[src/rtl/stream_demux_router_if.sv]
// Stream bundle for the demux router: one merged ingress stream with ID/QoS
// sidebands and STREAM_COUNT egress streams. The router uses the slave modport;
// the environment feeding it and draining its outputs uses the master modport.
interface stream_demux_router_if #(
  parameter int STREAM_COUNT = 2,
  parameter int T_DATA_WIDTH = 8,
  parameter int T_QOS__WIDTH = 4,
  parameter int T_ID___WIDTH = $clog2(STREAM_COUNT)
) ();

  logic [T_DATA_WIDTH-1:0] s_data;
  logic [T_QOS__WIDTH-1:0] s_qos;
  logic [T_ID___WIDTH-1:0] s_id;
  logic                    s_last;
  logic                    s_valid;
  logic                    s_ready;

  logic [T_DATA_WIDTH-1:0] m_data [STREAM_COUNT-1:0];
  logic [T_QOS__WIDTH-1:0] m_qos  [STREAM_COUNT-1:0];
  logic [STREAM_COUNT-1:0] m_last;
  logic [STREAM_COUNT-1:0] m_valid;
  logic [STREAM_COUNT-1:0] m_ready;

  modport master (
    output s_data, s_qos, s_id, s_last, s_valid, m_ready,
    input  s_ready, m_data, m_qos, m_last, m_valid
  );

  modport slave (
    input  s_data, s_qos, s_id, s_last, s_valid, m_ready,
    output s_ready, m_data, m_qos, m_last, m_valid
  );

endinterface

[src/rtl/stream_demux_router.sv]
// Egress demux: routes each packet of the merged stream to the output picked
// by its first-beat ID, holding that route until tlast. Each output has a
// one-deep register slice; packets with an out-of-range ID are discarded and
// counted in a saturating counter.
//
// state | meaning
// ------+---------------------------------------------------------------
// FIRST | waiting for the first beat of a packet; route taken from s_id
// BODY  | mid-packet, every beat goes to lock_id regardless of s_id
// DROP  | mid-packet with an invalid ID, beats are swallowed until tlast
module stream_demux_router #(
  parameter int STREAM_COUNT = 2,
  parameter int T_DATA_WIDTH = 8,
  parameter int T_QOS__WIDTH = 4,
  parameter int T_ID___WIDTH = $clog2(STREAM_COUNT),
  parameter int DROP_CNT_W   = 8
) (
  input  logic                  clk,
  input  logic                  nrst,
  stream_demux_router_if.slave  bus,
  output logic [DROP_CNT_W-1:0] drop_cnt
);

  typedef enum logic [1:0] {
    FIRST = 2'd0,
    BODY  = 2'd1,
    DROP  = 2'd2
  } state_t;

  state_t                  state, state_nxt;
  logic [T_ID___WIDTH-1:0] lock_id, lock_id_nxt;
  logic [T_ID___WIDTH-1:0] route_id;
  logic                    load_en;
  logic                    drop_inc;
  logic                    s_ready_c;

  logic [STREAM_COUNT-1:0] slot_valid;
  logic [STREAM_COUNT-1:0] slot_last;
  logic [T_DATA_WIDTH-1:0] slot_data [STREAM_COUNT-1:0];
  logic [T_QOS__WIDTH-1:0] slot_qos  [STREAM_COUNT-1:0];

  logic [STREAM_COUNT-1:0] free_vec;
  logic                    free_at_sid;
  logic                    free_at_lock;
  logic                    id_ok;

  // A slot can take a beat when empty or being drained this cycle.
  assign free_vec = ~slot_valid | bus.m_ready;
  assign id_ok    = (int'(bus.s_id) < STREAM_COUNT);

  // Look up slot availability by index without ever indexing out of range.
  always_comb begin
    free_at_sid  = 1'b0;
    free_at_lock = 1'b0;
    for (int k = 0; k < STREAM_COUNT; k++) begin
      if (bus.s_id == T_ID___WIDTH'(k)) free_at_sid  = free_vec[k];
      if (lock_id  == T_ID___WIDTH'(k)) free_at_lock = free_vec[k];
    end
  end

  // Next-state, ingress ready and slot-load decision.
  always_comb begin
    state_nxt   = state;
    lock_id_nxt = lock_id;
    route_id    = lock_id;
    s_ready_c   = 1'b0;
    load_en     = 1'b0;
    drop_inc    = 1'b0;
    case (state)
      FIRST: begin
        if (id_ok) begin
          route_id  = bus.s_id;
          s_ready_c = free_at_sid;
          if (bus.s_valid && free_at_sid) begin
            load_en = 1'b1;
            if (!bus.s_last) begin
              lock_id_nxt = bus.s_id;
              state_nxt   = BODY;
            end
          end
        end else begin
          s_ready_c = 1'b1;
          if (bus.s_valid) begin
            drop_inc = 1'b1;
            if (!bus.s_last) state_nxt = DROP;
          end
        end
      end
      BODY: begin
        s_ready_c = free_at_lock;
        if (bus.s_valid && free_at_lock) begin
          load_en = 1'b1;
          if (bus.s_last) state_nxt = FIRST;
        end
      end
      DROP: begin
        s_ready_c = 1'b1;
        if (bus.s_valid && bus.s_last) state_nxt = FIRST;
      end
      default: state_nxt = FIRST;
    endcase
  end

  assign bus.s_ready = s_ready_c;

  // FSM state, locked route and saturating drop counter.
  always_ff @(posedge clk or negedge nrst) begin
    if (!nrst) begin
      state    <= FIRST;
      lock_id  <= '0;
      drop_cnt <= '0;
    end else begin
      state   <= state_nxt;
      lock_id <= lock_id_nxt;
      if (drop_inc && (drop_cnt != '1)) drop_cnt <= drop_cnt + 1'b1;
    end
  end

  // Per-output register slices: load wins over drain so back-to-back beats stream.
  always_ff @(posedge clk or negedge nrst) begin
    if (!nrst) begin
      slot_valid <= '0;
      slot_last  <= '0;
      for (int k = 0; k < STREAM_COUNT; k++) begin
        slot_data[k] <= '0;
        slot_qos[k]  <= '0;
      end
    end else begin
      for (int k = 0; k < STREAM_COUNT; k++) begin
        if (load_en && (route_id == T_ID___WIDTH'(k))) begin
          slot_valid[k] <= 1'b1;
          slot_last[k]  <= bus.s_last;
          slot_data[k]  <= bus.s_data;
          slot_qos[k]   <= bus.s_qos;
        end else if (bus.m_ready[k]) begin
          slot_valid[k] <= 1'b0;
        end
      end
    end
  end

  assign bus.m_valid = slot_valid;
  assign bus.m_last  = slot_last;

  for (genvar g = 0; g < STREAM_COUNT; g++) begin : g_out
    assign bus.m_data[g] = slot_data[g];
    assign bus.m_qos[g]  = slot_qos[g];
  end

endmodule

[src/flat_wrapper.sv]
// flat-port wrapper written by rule: the top's interface ports become plain ports
module stream_demux_router_flat 
#(
  parameter int STREAM_COUNT = 2,
  parameter int T_DATA_WIDTH = 8,
  parameter int T_QOS__WIDTH = 4,
  parameter int T_ID___WIDTH = $clog2(STREAM_COUNT),
  parameter int DROP_CNT_W   = 8
)
  (clk, nrst, drop_cnt, bus_s_data, bus_s_qos, bus_s_id, bus_s_last, bus_s_valid, bus_m_ready, bus_s_ready, bus_m_data, bus_m_qos, bus_m_last, bus_m_valid);
  stream_demux_router_if #(.STREAM_COUNT(STREAM_COUNT), .T_DATA_WIDTH(T_DATA_WIDTH), .T_QOS__WIDTH(T_QOS__WIDTH), .T_ID___WIDTH(T_ID___WIDTH)) bus_i ();
  input  logic clk;
  input  logic nrst;
  output logic [DROP_CNT_W-1:0] drop_cnt;
  input wire logic [$bits(bus_i.s_data)-1:0] bus_s_data;
  input wire logic [$bits(bus_i.s_qos)-1:0] bus_s_qos;
  input wire logic [$bits(bus_i.s_id)-1:0] bus_s_id;
  input wire logic [$bits(bus_i.s_last)-1:0] bus_s_last;
  input wire logic [$bits(bus_i.s_valid)-1:0] bus_s_valid;
  input wire logic [$bits(bus_i.m_ready)-1:0] bus_m_ready;
  output wire logic [$bits(bus_i.s_ready)-1:0] bus_s_ready;
  output wire logic [$bits(bus_i.m_data)-1:0] bus_m_data;
  output wire logic [$bits(bus_i.m_qos)-1:0] bus_m_qos;
  output wire logic [$bits(bus_i.m_last)-1:0] bus_m_last;
  output wire logic [$bits(bus_i.m_valid)-1:0] bus_m_valid;
  assign bus_i.s_data = bus_s_data;
  assign bus_i.s_qos = bus_s_qos;
  assign bus_i.s_id = bus_s_id;
  assign bus_i.s_last = bus_s_last;
  assign bus_i.s_valid = bus_s_valid;
  assign bus_i.m_ready = bus_m_ready;
  assign bus_s_ready = bus_i.s_ready;
  assign bus_m_data = {>>{bus_i.m_data}};
  assign bus_m_qos = {>>{bus_i.m_qos}};
  assign bus_m_last = bus_i.m_last;
  assign bus_m_valid = bus_i.m_valid;
  stream_demux_router #(.STREAM_COUNT(STREAM_COUNT), .T_DATA_WIDTH(T_DATA_WIDTH), .T_QOS__WIDTH(T_QOS__WIDTH), .T_ID___WIDTH(T_ID___WIDTH), .DROP_CNT_W(DROP_CNT_W)) u_core (.clk(clk), .nrst(nrst), .bus(bus_i), .drop_cnt(drop_cnt));
endmodule
[config.mk]
export PLATFORM = sky130hd
export DESIGN_NAME = stream_demux_router_flat
export DESIGN_NICKNAME = d
export VERILOG_FILES = /design/src/rtl/stream_demux_router_if.sv /design/src/rtl/stream_demux_router.sv /design/src/flat_wrapper.sv
export SDC_FILE = /design/constraint.sdc
export NUM_CORES = 1
export LEC_CHECK = 0
export CAP_MARGIN = 25
export CORE_ASPECT_RATIO = 1.5
export CORE_MARGIN = 3
export CORE_UTILIZATION = 42
export DETAILED_ROUTE_END_ITERATION = 8
export PLACE_DENSITY = 0.89
export SYNTH_ARGS = -nofsm -noshare
export SYNTH_HDL_FRONTEND = slang
export SYNTH_SLANG_ARGS = --single-unit
export TNS_END_PERCENT = 100
[constraint.sdc]
create_clock -name clk -period 1.6 [get_ports clk]
set_input_delay 0.32 -clock clk [delete_from_list [all_inputs] [get_ports clk]]
set_output_delay 0.32 -clock clk [all_outputs]
set_load 0.02 [all_outputs]
==> impl_metrics.env <==
export IMPL_status="finished, violations left"
export IMPL_violations="negative setup slack"
export IMPL_async_flop_share_pct=100
export IMPL_ff2ff_path_depth=5
export IMPL_cts_max_level=2
export IMPL_r2r_end="u_core.bus.m_qos[3]$_DFFE_PN0P_"
export IMPL_crit_family="multiplexers"
export IMPL_netSwitchingFraction_pct=32.2
export IMPL_finalCritPeriodShare_pct=107
export IMPL_ant_nets=0
export IMPL_use_met3_pct=4.89
export IMPL_crit_cells=3
export IMPL_ctsHoldBuffers=0
export IMPL_grt_overflow_total=0
export IMPL_grt_pass1_vias=1023
export IMPL_worst_setup_path_start_kind="register"
export IMPL_fin_ws_ps=-114
export IMPL_dp_cells=181
export IMPL_syn_area_sq_um=1360
export IMPL_design_area_sq_um=2100
export IMPL_ys_seq_elements=30
export IMPL_drt_pass1_iterations=2
export IMPL_drtIter0Drc=25
export IMPL_routedWlPerCell_microns=17.5
export IMPL_p_leak_nw=1.11
export IMPL_n_fill_cell=210
export IMPL_finalPower_mw=3.13
export IMPL_post_route_min_period_ps=1710
export IMPL_place_port_buffers=47
export IMPL_busiest_layer="met2"
export IMPL_cts_sinks=30
export IMPL_cp_num_buf_inv=1
export IMPL_p_comb_share_pct=43.9
export IMPL_synth_edf_count=0
export IMPL_dpl_hpwl_mm=2.28
export IMPL_cts_buffers=5
export IMPL_met2_usage_pct=31.5
export IMPL_cts_tree="done"
export IMPL_endpoint_kind="primary output"
export IMPL_setup_violations_final=1
export IMPL_fmax_ghz=0.584
export IMPL_cpPeakStageDelay_ps=370
export IMPL_r2r_start="u_core.state[0]$_DFFE_PN0P_"
export IMPL_drt_total_wl_mm=3.36
export IMPL_fin_tns_setup_ps=-114
export IMPL_finalNetCount=171
export IMPL_die_h_microns=75.7
export IMPL_cp_max_fo=2
export IMPL_reg2reg_slack_ps=60
export IMPL_ys_warn_count=0
export IMPL_clockBufferDepth=2
export IMPL_startpoint="u_core.state[0]$_DFFE_PN0P_"
export IMPL_grt_use_total_pct=17.7
export IMPL_grt_pass1_wl_mm=4.97
export IMPL_cp_endpoint="bus_s_ready"
export IMPL_drv_slew=0
export IMPL_pre_cts_ws_ps=-605
export IMPL_ys_seq_area_share_pct=55.2
export IMPL_die_area_sq_um=3970
export IMPL_powerDensity_nw_per_um2=1490
export IMPL_hold_ws_ps=418
export IMPL_cts_root_buf="clkbuf_8"
export IMPL_path_cells="mux2i_2, mux2_4, buf_6"
export IMPL_slowest_stage="dfrtp_1"
export IMPL_grt_start_max_net_pins=31
export IMPL_timing_worst_setup_path_type="reg2out"
export IMPL_dpl_cell_area_sq_um=1920
export IMPL_io_pins=56
export IMPL_synth_ff_type="dfrtp_1"
export IMPL_pwr_share_clk_pct=19.4
export IMPL_rsz0062_at_grt="yes"
export IMPL_finalHoldViolations=0
export IMPL_vias_per_cell=4.94
export IMPL_num_vias=949
export IMPL_met1_usage_pct=18.5
export IMPL_n_antenna_cell=0
export IMPL_clkLatencyLatePin_ps=270
export IMPL_fin_skew_ps=5.03
export IMPL_gp_congestion=0.731
export IMPL_synth_area_per_cell_sq_um=15.6
export IMPL_synthesis_instances=87
export IMPL_die_width_microns=52.4
export IMPL_cp_data_required_time_ps=1280
export IMPL_fp_row_count=24
export IMPL_worstPathArrival_ps=1390
export IMPL_p_seq_share_pct=36.7
export IMPL_antenna_found_initial=0
export IMPL_synth_cell_types=20
export IMPL_core_sq_um=3000
export IMPL_path_clk_slew_ps=60
export IMPL_drcViolationCount=0
export IMPL_post_route_cells_drive_above_1_share_pct=34.6
export IMPL_ir_worst_vdd_v=0.00103
export IMPL_syn_to_final_growth_pct=54.7
export IMPL_final_seq_area_sq_um=751
export IMPL_p_sw_mw=1.01
export IMPL_hold_class="in2async"
export IMPL_final_core_util_pct=70.0
export IMPL_fin_cells=192
export IMPL_intPower_mw=2.12
export IMPL_max_cap_viol_count=0
export IMPL_start_util_pct=45.2
export IMPL_multi_input_area_sq_um=583
sequential cells by signal, indices dropped and copies added (netlist names):
name / flops
u_core.state: 1
u_core.bus.m_valid: 2
u_core.lock_id: 1
u_core.bus.m_qos: 8
u_core.bus.m_last: 2
u_core.bus.m_data: 16
layout by cell type (no fill, tap or decap), types with 3 or more instances in the layout:
| cell type | netlist | routed |
|---|---|---|
| conb_1 | 1 | 8 |
| dfrtp_1 | 30 | 30 |
| dlymetal6s2s_1 | 0 | 13 |
| dlygate4sd2_1 | 0 | 3 |
| buf_4 | 8 | 11 |
| clkbuf_8 | 0 | 6 |
| nand2_1 | 3 | 3 |
| mux2_4 | 18 | 19 |
| clkdlybuf4s50_1 | 0 | 30 |
| mux2_2 | 9 | 8 |
repair_timing:
action	in CTS	in global routing
endpoints found under the setup margin	9	38
gates resized for setup	13	13
buffers inserted	2	0
gates cloned	1	1
pin swaps	0	1
routing by layer:
layer	routed length, microns	vias up
li1	-	421
met1	1140	482
met2	1920	36
met3	193	10
met4	104	0
met5	0	-
final cells by class:
class                      count  area share [%]
multi-input combinational     55            27.7
tap                           39            2.32
sequential                    30            35.7
clock inverter                 1           0.238
clock buffer                   7            4.11
timing repair buffer          60            29.9
logic make-up (layout without fill, tap and decap cells):
| kind of cell | count (synthesis) | in the layout | synth area share (%) |
|---|---|---|---|
| multiplexers | 29 | 29 | 29.1 |
| buffers and inverters | 10 | 68 | 6.08 |
| other | 1 | 8 | 0.276 |
| AND/OR/NAND/NOR | 11 | 12 | 6.35 |
| flip-flops | 30 | 30 | 55.2 |
| AO/OA/AOI/OAI | 6 | 6 | 2.95 |
power groups by stage:
stage                     clock [mW]  combinational [mW]  sequential (mW)
final                          0.609                1.37             1.15
after global routing           0.660                1.44             1.17
after CTS                      0.629                1.40             1.15
after detailed placement           0                1.38             1.16
after global placement             0                1.35             1.15
after floorplan                    0               0.411             1.45
cell usage after synthesis (2+ instances only):
master	count	share of area, %
a21boi_0	2	1.1
buf_4	8	4.4
buf_6	2	1.7
dfrtp_1	30	55
mux2_2	9	7.5
mux2_4	18	20
nand2_1	3	0.83
nand2b_1	2	0.92
o21ai_0	2	0.74
how the worst min path moves through the flow:
stage	startpoint	endpoint	slack (ps)	depth (start not counted)
final	nrst	u_core.bus.m_data[8]$_DFFE_PN0P_	420	2
after global placement	u_core.bus.m_data[6]$_DFFE_PN0P_	u_core.bus.m_data[6]$_DFFE_PN0P_	490	1
after CTS	nrst	u_core.bus.m_data[15]$_DFFE_PN0P_	430	2
after floorplan	nrst	u_core.bus.m_data[0]$_DFFE_PN0P_	20	0
after detailed placement	u_core.bus.m_data[10]$_DFFE_PN0P_	u_core.bus.m_data[10]$_DFFE_PN0P_	500	1
after global routing	nrst	u_core.bus.m_data[8]$_DFFE_PN0P_	450	2
No activity file was read; power rests on OpenSTA's default activity.
